[config.mk]
export PLATFORM = sky130hd
export DESIGN_NAME = regfile_sb
export DESIGN_NICKNAME = d
export VERILOG_FILES = /design/src/rtl/regfile_pkg.sv /design/src/rtl/regfile_scoreboard.sv /design/src/rtl/regfile_sb.sv
export SDC_FILE = /design/constraint.sdc
export NUM_CORES = 2
export LEC_CHECK = 0
export CORE_MARGIN = 5
export CORE_UTILIZATION = 42
export DETAILED_ROUTE_END_ITERATION = 10
export GPL_TIMING_DRIVEN = 0
export HOLD_SLACK_MARGIN = 0.03
export PLACE_DENSITY = 0.54
export SLEW_MARGIN = 30
export SYNTH_ARGS = -nofsm -noshare
export SYNTH_HDL_FRONTEND = slang
export SYNTH_HIERARCHICAL = 1
export SYNTH_SLANG_ARGS = --single-unit
[constraint.sdc]
create_clock -name clock -period 51.5 [get_ports clock]
set_clock_uncertainty 0.2 [all_clocks]
set_input_delay 10.3 -clock clock [delete_from_list [all_inputs] [get_ports clock]]
set_output_delay 10.3 -clock clock [all_outputs]
set_load 0.005 [all_outputs]
[src/rtl/regfile_pkg.sv]
// rtl/regfile_pkg.sv - shared defaults for the scoreboarded register file
//
// Purpose: default geometry for regfile_sb and the fixed write-port count.
// Ports: none (package).
package regfile_pkg;

    localparam int XLEN_DEFAULT  = 32;
    localparam int NREGS_DEFAULT = 32;
    localparam int NREAD_DEFAULT = 2;

    // Port 0 is the early/ALU port, port 1 the late/load port.
    localparam int NWR_PORTS = 2;

endpackage

[src/rtl/regfile_scoreboard.sv]
// rtl/regfile_scoreboard.sv - per-register busy bits for outstanding producers
//
// Purpose: tracks which registers have an issued but not yet written producer.
// Ports:
//   clock, reset             rising-edge clock, asynchronous active-high reset
//   wr_enable, wr_address    write strobes and destinations (clear busy)
//   issue_valid, issue_rd    issued instruction destination (sets busy)
//   busy                     one bit per register, bit 0 always 0
module regfile_scoreboard
    import regfile_pkg::*;
#(
    parameter int NREGS = NREGS_DEFAULT,
    parameter int AW    = $clog2(NREGS)
) (
    input  logic                    clock,
    input  logic                    reset,
    input  logic [NWR_PORTS-1:0]    wr_enable,
    input  logic [NWR_PORTS*AW-1:0] wr_address,
    input  logic                    issue_valid,
    input  logic [AW-1:0]           issue_rd,
    output logic [NREGS-1:0]        busy
);

    logic [NREGS-1:0] busy_next;

    // Clears are applied first and the set last, so a new producer issued in
    // the same cycle as the old producer's writeback keeps the register busy.
    always_comb begin
        busy_next = busy;
        for (int p = 0; p < NWR_PORTS; p++) begin
            if (wr_enable[p] && (wr_address[p*AW +: AW] != '0)) begin
                busy_next[wr_address[p*AW +: AW]] = 1'b0;
            end
        end
        if (issue_valid && (issue_rd != '0)) begin
            busy_next[issue_rd] = 1'b1;
        end
        busy_next[0] = 1'b0;
    end

    always_ff @(posedge clock or posedge reset) begin
        if (reset) begin
            busy <= '0;
        end else begin
            busy <= busy_next;
        end
    end

endmodule

[src/rtl/regfile_sb.sv]
// rtl/regfile_sb.sv - two-write, NREAD-read register file with busy scoreboard
//
// Purpose: architectural register file (x0 hardwired to zero) with optional
// same-cycle write forwarding and per-register producer tracking.
// Ports:
//   clock, reset              rising-edge clock, asynchronous active-high reset
//   wr_enable/address/data    two write ports, port 1 wins on collisions
//   rd_address, rd_data       NREAD combinational read ports
//   rd_busy                   source register still has an outstanding producer
//   issue_valid, issue_rd     destination of an instruction issued this cycle
module regfile_sb
    import regfile_pkg::*;
#(
    parameter int XLEN   = XLEN_DEFAULT,
    parameter int NREGS  = NREGS_DEFAULT,
    parameter int NREAD  = NREAD_DEFAULT,
    parameter int BYPASS = 1
) (
    input  logic                                 clock,
    input  logic                                 reset,
    input  logic [NWR_PORTS-1:0]                 wr_enable,
    input  logic [NWR_PORTS*$clog2(NREGS)-1:0]   wr_address,
    input  logic [NWR_PORTS*XLEN-1:0]            wr_data,
    input  logic [NREAD*$clog2(NREGS)-1:0]       rd_address,
    output logic [NREAD*XLEN-1:0]                rd_data,
    output logic [NREAD-1:0]                     rd_busy,
    input  logic                                 issue_valid,
    input  logic [$clog2(NREGS)-1:0]             issue_rd
);

    localparam int AW       = $clog2(NREGS);
    localparam bit FORWARD  = (BYPASS != 0);

    logic [XLEN-1:0]  regs [NREGS];
    logic [NREGS-1:0] busy;

    // Later ports overwrite earlier ones through NBA ordering, giving port 1
    // priority on a same-address collision. Register 0 is never written.
    always_ff @(posedge clock or posedge reset) begin
        if (reset) begin
            for (int i = 0; i < NREGS; i++) begin
                regs[i] <= '0;
            end
        end else begin
            for (int p = 0; p < NWR_PORTS; p++) begin
                if (wr_enable[p] && (wr_address[p*AW +: AW] != '0)) begin
                    regs[wr_address[p*AW +: AW]] <= wr_data[p*XLEN +: XLEN];
                end
            end
        end
    end

    regfile_scoreboard #(
        .NREGS (NREGS),
        .AW    (AW)
    ) u_scoreboard (
        .clock       (clock),
        .reset       (reset),
        .wr_enable   (wr_enable),
        .wr_address  (wr_address),
        .issue_valid (issue_valid),
        .issue_rd    (issue_rd),
        .busy        (busy)
    );

    for (genvar k = 0; k < NREAD; k++) begin : g_read
        logic [AW-1:0]   addr;
        logic            hit;
        logic [XLEN-1:0] fwd;

        assign addr = rd_address[k*AW +: AW];

        // Scan ports in ascending order so the highest-numbered matching
        // port is the one forwarded.
        always_comb begin
            hit = 1'b0;
            fwd = '0;
            for (int p = 0; p < NWR_PORTS; p++) begin
                if (FORWARD && wr_enable[p] && (wr_address[p*AW +: AW] == addr)) begin
                    hit = 1'b1;
                    fwd = wr_data[p*XLEN +: XLEN];
                end
            end
        end

        // Gating on reset keeps forwarded write data off the outputs while
        // the array itself is being cleared.
        always_comb begin
            if (reset || (addr == '0)) begin
                rd_data[k*XLEN +: XLEN] = '0;
                rd_busy[k]              = 1'b0;
            end else if (hit) begin
                rd_data[k*XLEN +: XLEN] = fwd;
                rd_busy[k]              = 1'b0;
            end else begin
                rd_data[k*XLEN +: XLEN] = regs[addr];
                rd_busy[k]              = busy[addr];
            end
        end
    end

endmodule
After elaboration in Yosys (flattened, before gate mapping)
Index checks and enable logic that the tools add are counted.
{"block": "totals", "ff_bits": 1055, "inputBits": 94}
{"block": "classes", "magnitude_cmp": 14, "bitwise": 9, "n_reduce_logical": 19, "eq_ne": 4, "n_mux": 43}
{"operator": "$bwmux 1024", "n": 2}
{"operator": "$mux 1024", "n": 2}
{"operator": "$mux 32", "n": 17}
{"operator": "$bmux 32 s5", "n": 2}
{"operator": "$demux 32 s5", "n": 2}
{"operator": "$and 32x32->32", "n": 2}
{"operator": "$not 32->32", "n": 2}
{"operator": "$or 32x32->32", "n": 1}
{"operator": "$lt 5x6->1 const B", "n": 5}
{"operator": "$ge 6x6->1 const B", "n": 4}
{"operator": "$not 5->6", "n": 4}
{"operator": "$eq 5x5->1", "n": 4}
{"operator": "$demux 1 s5", "n": 3}
{"operator": "$ge 5x1->1 const B", "n": 3}
{"operator": "$reduce_bool 5->1", "n": 3}
{"operator": "$mux 1", "n": 13}
{"operator": "$logic_and 1x1->1", "n": 12}
{"operator": "$lt 6x1->1 const B", "n": 2}
{"operator": "$bmux 1 s5", "n": 2}
{"operator": "$logic_not 5->1", "n": 2}
{"operator": "$logic_or 1x1->1", "n": 2}

Logic depth before layout (Yosys ltp)
{"block": "depth", "ltp_word": 11, "mapped_depth": 10}

Hierarchy
The synthesis kept the hierarchy.
{"mod": "regfile_sb", "seq_area_each_um2": 25624.6, "instances": 1, "area_per_inst_um2": 65093.7, "cells_per_inst": 6111}
{"mod": "regfile_scoreboard", "seq_area_each_um2": 775.7, "instances": 1, "area_per_inst_um2": 1681.6, "cells_per_inst": 156}

Worst setup path before layout
OpenSTA, ideal clock, no wires.
{"block": "synth_path", "kind": "input -> output", "startpoint": "input port reset", "endpoint": "output port rd_data[0]", "setup_slack_ps": 2981, "cell_stages": 6, "arrival_ps": 38019, "path_buffers": 1, "path_cell_list": "inv_1 o21ai_0 nor3b_1 clkbuf_1 and3_1 a221o_1"}
{"block": "synth_via", "elab_chain_len": 2}
{"item": "start, declared", "line": "regfile_sb.sv:20", "rtl": "input logic reset,"}
{"item": "$logic_or 1x1->1", "line": "regfile_sb.sv:89", "rtl": "if (reset || (addr == '0)) begin"}
{"item": "$mux 32", "line": "regfile_sb.sv:89"}
{"item": "end, declared", "line": "regfile_sb.sv:25", "rtl": "output logic [NREAD*XLEN-1:0] rd_data,"}
Every way passes these cells.

Worst setup path in the final report
{"block": "layout_path", "startpoint": "input port wr_enable[0]", "endpoint": "output port rd_data[3]"}
{"block": "layout_via", "elab_chain_len": 5}
{"item": "start, declared", "line": "regfile_sb.sv:21", "rtl": "input logic [NWR_PORTS-1:0] wr_enable,"}
{"item": "$logic_and 1x1->1 *", "line": "regfile_sb.sv:79", "rtl": "if (FORWARD && wr_enable[p] && (wr_address[p*AW +: AW] == addr)) begin"}
{"item": "$mux 32 / $mux 1 (equally long branches) (2 in a row)", "line": "regfile_sb.sv:79"}
{"item": "$mux 32 *", "line": "regfile_sb.sv:92", "rtl": "end else if (hit) begin"}
{"item": "$mux 32 *", "line": "regfile_sb.sv:89"}
Mark *: on every way between the ends. The rest lies on a longest branch, timed or not.

==> results.md <==
- VDD IR max: 36.8 uV
- Clock Pin Slew Worst Setup and Hold Paths: roughly 0.06 ns
- Post-layout nets: 6627
- Max cap viols: 0
- Multi-input gate area: roughly 37000 sq um
- Synth warn: 6
- Setup Buffers After CTS: 0
- Startpoint Class: input port
- Top cells by area, synth: dfrtp_1, mux4_2, mux2i_1
- Synthesized area per cell: 10.7 sq um
- Commonest cells after routing, fill and taps aside: dfrtp_1, mux2i_1, nor2_1
- Crit share post-route: 50.2%
- Starting Density: between 40% and 50%
- Layout fillers: 14.8k
- Hold WC Path Type: reg2reg
- Final Hold Viols: 0
- Layout area overhead: 13.7%
- Min Tclk post-route: approximately 26 ns
- Sequential cell area: about 26000 sq um
- Share of cells above drive strength 1: about 18%
- Post-synth top flop: dfrtp_1
- Post-synth EDFFs: 0
- Gates resized, CTS repair: 0
- WP data arrival: around 15 ns
- Pin count of the biggest net entering global routing: slightly below 90
- I/O Buffers: 92
- Post-DRT Antenna Nets: 0
- H-tree depth: 4
- Later-pin clock latency in the skew report: 0.78 ns
- Detailed Place HPWL: roughly 290000 um
- Status: finished clean
- CTS root buf: clkbuf_16
- Die Width: 409 um
- CP required: between 40 and 50 ns
- Area share of fa/ha/maj cells after synthesis: 0%
- Leakage Power: ~32 nW
- CTS tree: yes
- #FFs+latches synth: roughly 1.1k
- RSZ-0062 raised after global routing: no
- Setup violators final: 0
- GR Util All Layers: 42.6%
- Placeable Area: approximately 160000 sq um
- Initial antenna violation count: 26
- Total power density per cell area: 42.0 nW/um^2
- Largest family of logic cells by synthesized area: multiplexers
- Synth cell types: 71
- TNS Setup: 0 ns
- I/O pin total: between 150 and 200
- Leading area contributor after synthesis: dfrtp_1
- Mapped cell area: about 67000 sq um
- Compound-Gate Fraction of Synth Area: a little under an eighth
- Iter 0 DRT Violations: about 9.5k
- Slew Limit Headroom: roughly a fifth
- Max Freq: ~39 MHz
- Die Y: approximately 400 um
- Measured slew at the worst slew-check pin: 1.19 ns
- First-pass GRT wire length: roughly 500000 um
- Die area: around 170000 sq um
- Grt ovf: 0
- Routed WL: between 300000 and 400000 um
- Routed via count: just under 60k
- Drt wl/cell: approximately 42 um
- Yosys top cell area share: slightly below 40%
- Site row count: ~150
- Simple-Gate Fraction of Synth Area: roughly 9.0%
- Drc violations: 0
- Setup crit end kind: output port
- Fin. max-slew vios: 0
- Crit Path Max Fanout: 10
- CP Class: in2out
- GP Congestion: between 1 and 1.5
- Most common cell after layout, fill and taps aside: dfrtp_1
- Total clock sinks: approximately 1.1k
- CTS Buf Count: ~140
- Multiplexer share of the synthesized area: around a third
- Hold Buf Count CTS: 0
- Share of the yosys chip area belonging to registers: roughly two fifths
- Syn Nets: ~6.4k
- Cells after synthesis: approximately 6.3k
- Vias in the first global route: about 56k
- Post-Synth XOR/XNOR Area: 0.262%
- Via density per instance: between 6 and 7
- First-pass detailed-route iteration total: 8
- CTS max path bufs: 3
- WHS: around 0.28 ns
- Async SR Flop Fraction: 100%
-- critical path, stage by stage --
cell and delay (ns):
clkdlybuf4s50_1 1.06, clkbuf_1 0.55, buf_2 0.68, nand3_1 0.32
nor2_2 0.79, clkbuf_2 0.56, a221o_1 0.50, clkdlybuf4s50_1 0.59
-- Yosys cell counts, drive strengths merged, types with 11 or more instances --
library cell  instances
a21oi               822
a221o                28
a22o                 28
a22oi               113
a32oi                87
and3                 38
buf                 243
clkbuf              575
dfrtp              1055
inv                  12
mux2i               973
mux4                578
nand2               321
nand2b               59
nand3                38
nand4                18
nor2                862
nor2b                16
o21ai               270
xor2                 11
-- cells by family (layout without fill, tap and decap cells) --
| logic type | Yosys count | after routing |
|---|---|---|
| xor gates and xnor gates | 20 | 20 |
| and+or+nand+nor | 1418 | 1418 |
| buffers and inverters | 832 | 1202 |
| DFF | 1055 | 1055 |
| muxes | 1553 | 1553 |
| other | 1 | 12 |
| AOI/OAI and AO/OA | 1388 | 1388 |
-- stage by stage --
stage,util [%],cell area [sq um],power [mW],cells,setup WS (ns)
after floorplan,-,66800,1.74,6267,2.98
after global placement,44.4,70300,2.10,8431,-21.48
after detailed placement,45.1,71300,2.13,8465,25.98
after CTS,48.0,75900,3.11,8706,25.98
after global routing,48.0,75900,3.26,8710,25.82
final,48.0,75900,3.19,8720,25.63
-- metal layers --
metal | wire length, um | track usage [%] | part of all wire [%]
met1 | 141000 | 57.2 | 39
met2 | 147000 | 58.2 | 40
met3 | 55700 | 20.2 | 15
met4 | 20200 | 19.8 | 5.5
met5 | 187 | 0.489 | 0.051
-- where the power goes --
group	leakage, nW	switching (mW)	internal [mW]
combinational	16.8	0.519	0.422
clock	2.23	0.422	0.577
sequential	12.8	0.199	1.05
total	31.8	1.14	2.05
-- state kept, by name (all words and copies together), names as in the netlist --
name / flops
regs: 1024
u_scoreboard/busy: 31
-- worst paths after layout --
check	slack, ns	cells after the start	to	from
min in group asynchronous	10.08	2	regs[795]	reset
max in group asynchronous	39.24	5	regs[181]	reset
hold / removal	0.28	1	regs[1003]	regs[1003]
hold reg to reg	0.28	1	regs[1003]	regs[1003]
setup / recovery	25.63	8	rd_data[3]	wr_enable[0]
setup reg to reg	50.25	2	regs[733]	regs[733]
-- area by class of cell --
cell class	instances	share of cell area [%]
Inverter	14	0.0791
Tap cell	2072	3.41
Buffer	818	4.65
Antenna cell	11	0.0363
Clock buffer	196	5.26
Sequential cell	1055	34.8
Timing Repair Buffer	129	2.40
Clock inverter	45	0.735
Multi-Input combinational cell	4380	48.7
Power figures use the tool's default switching activity.
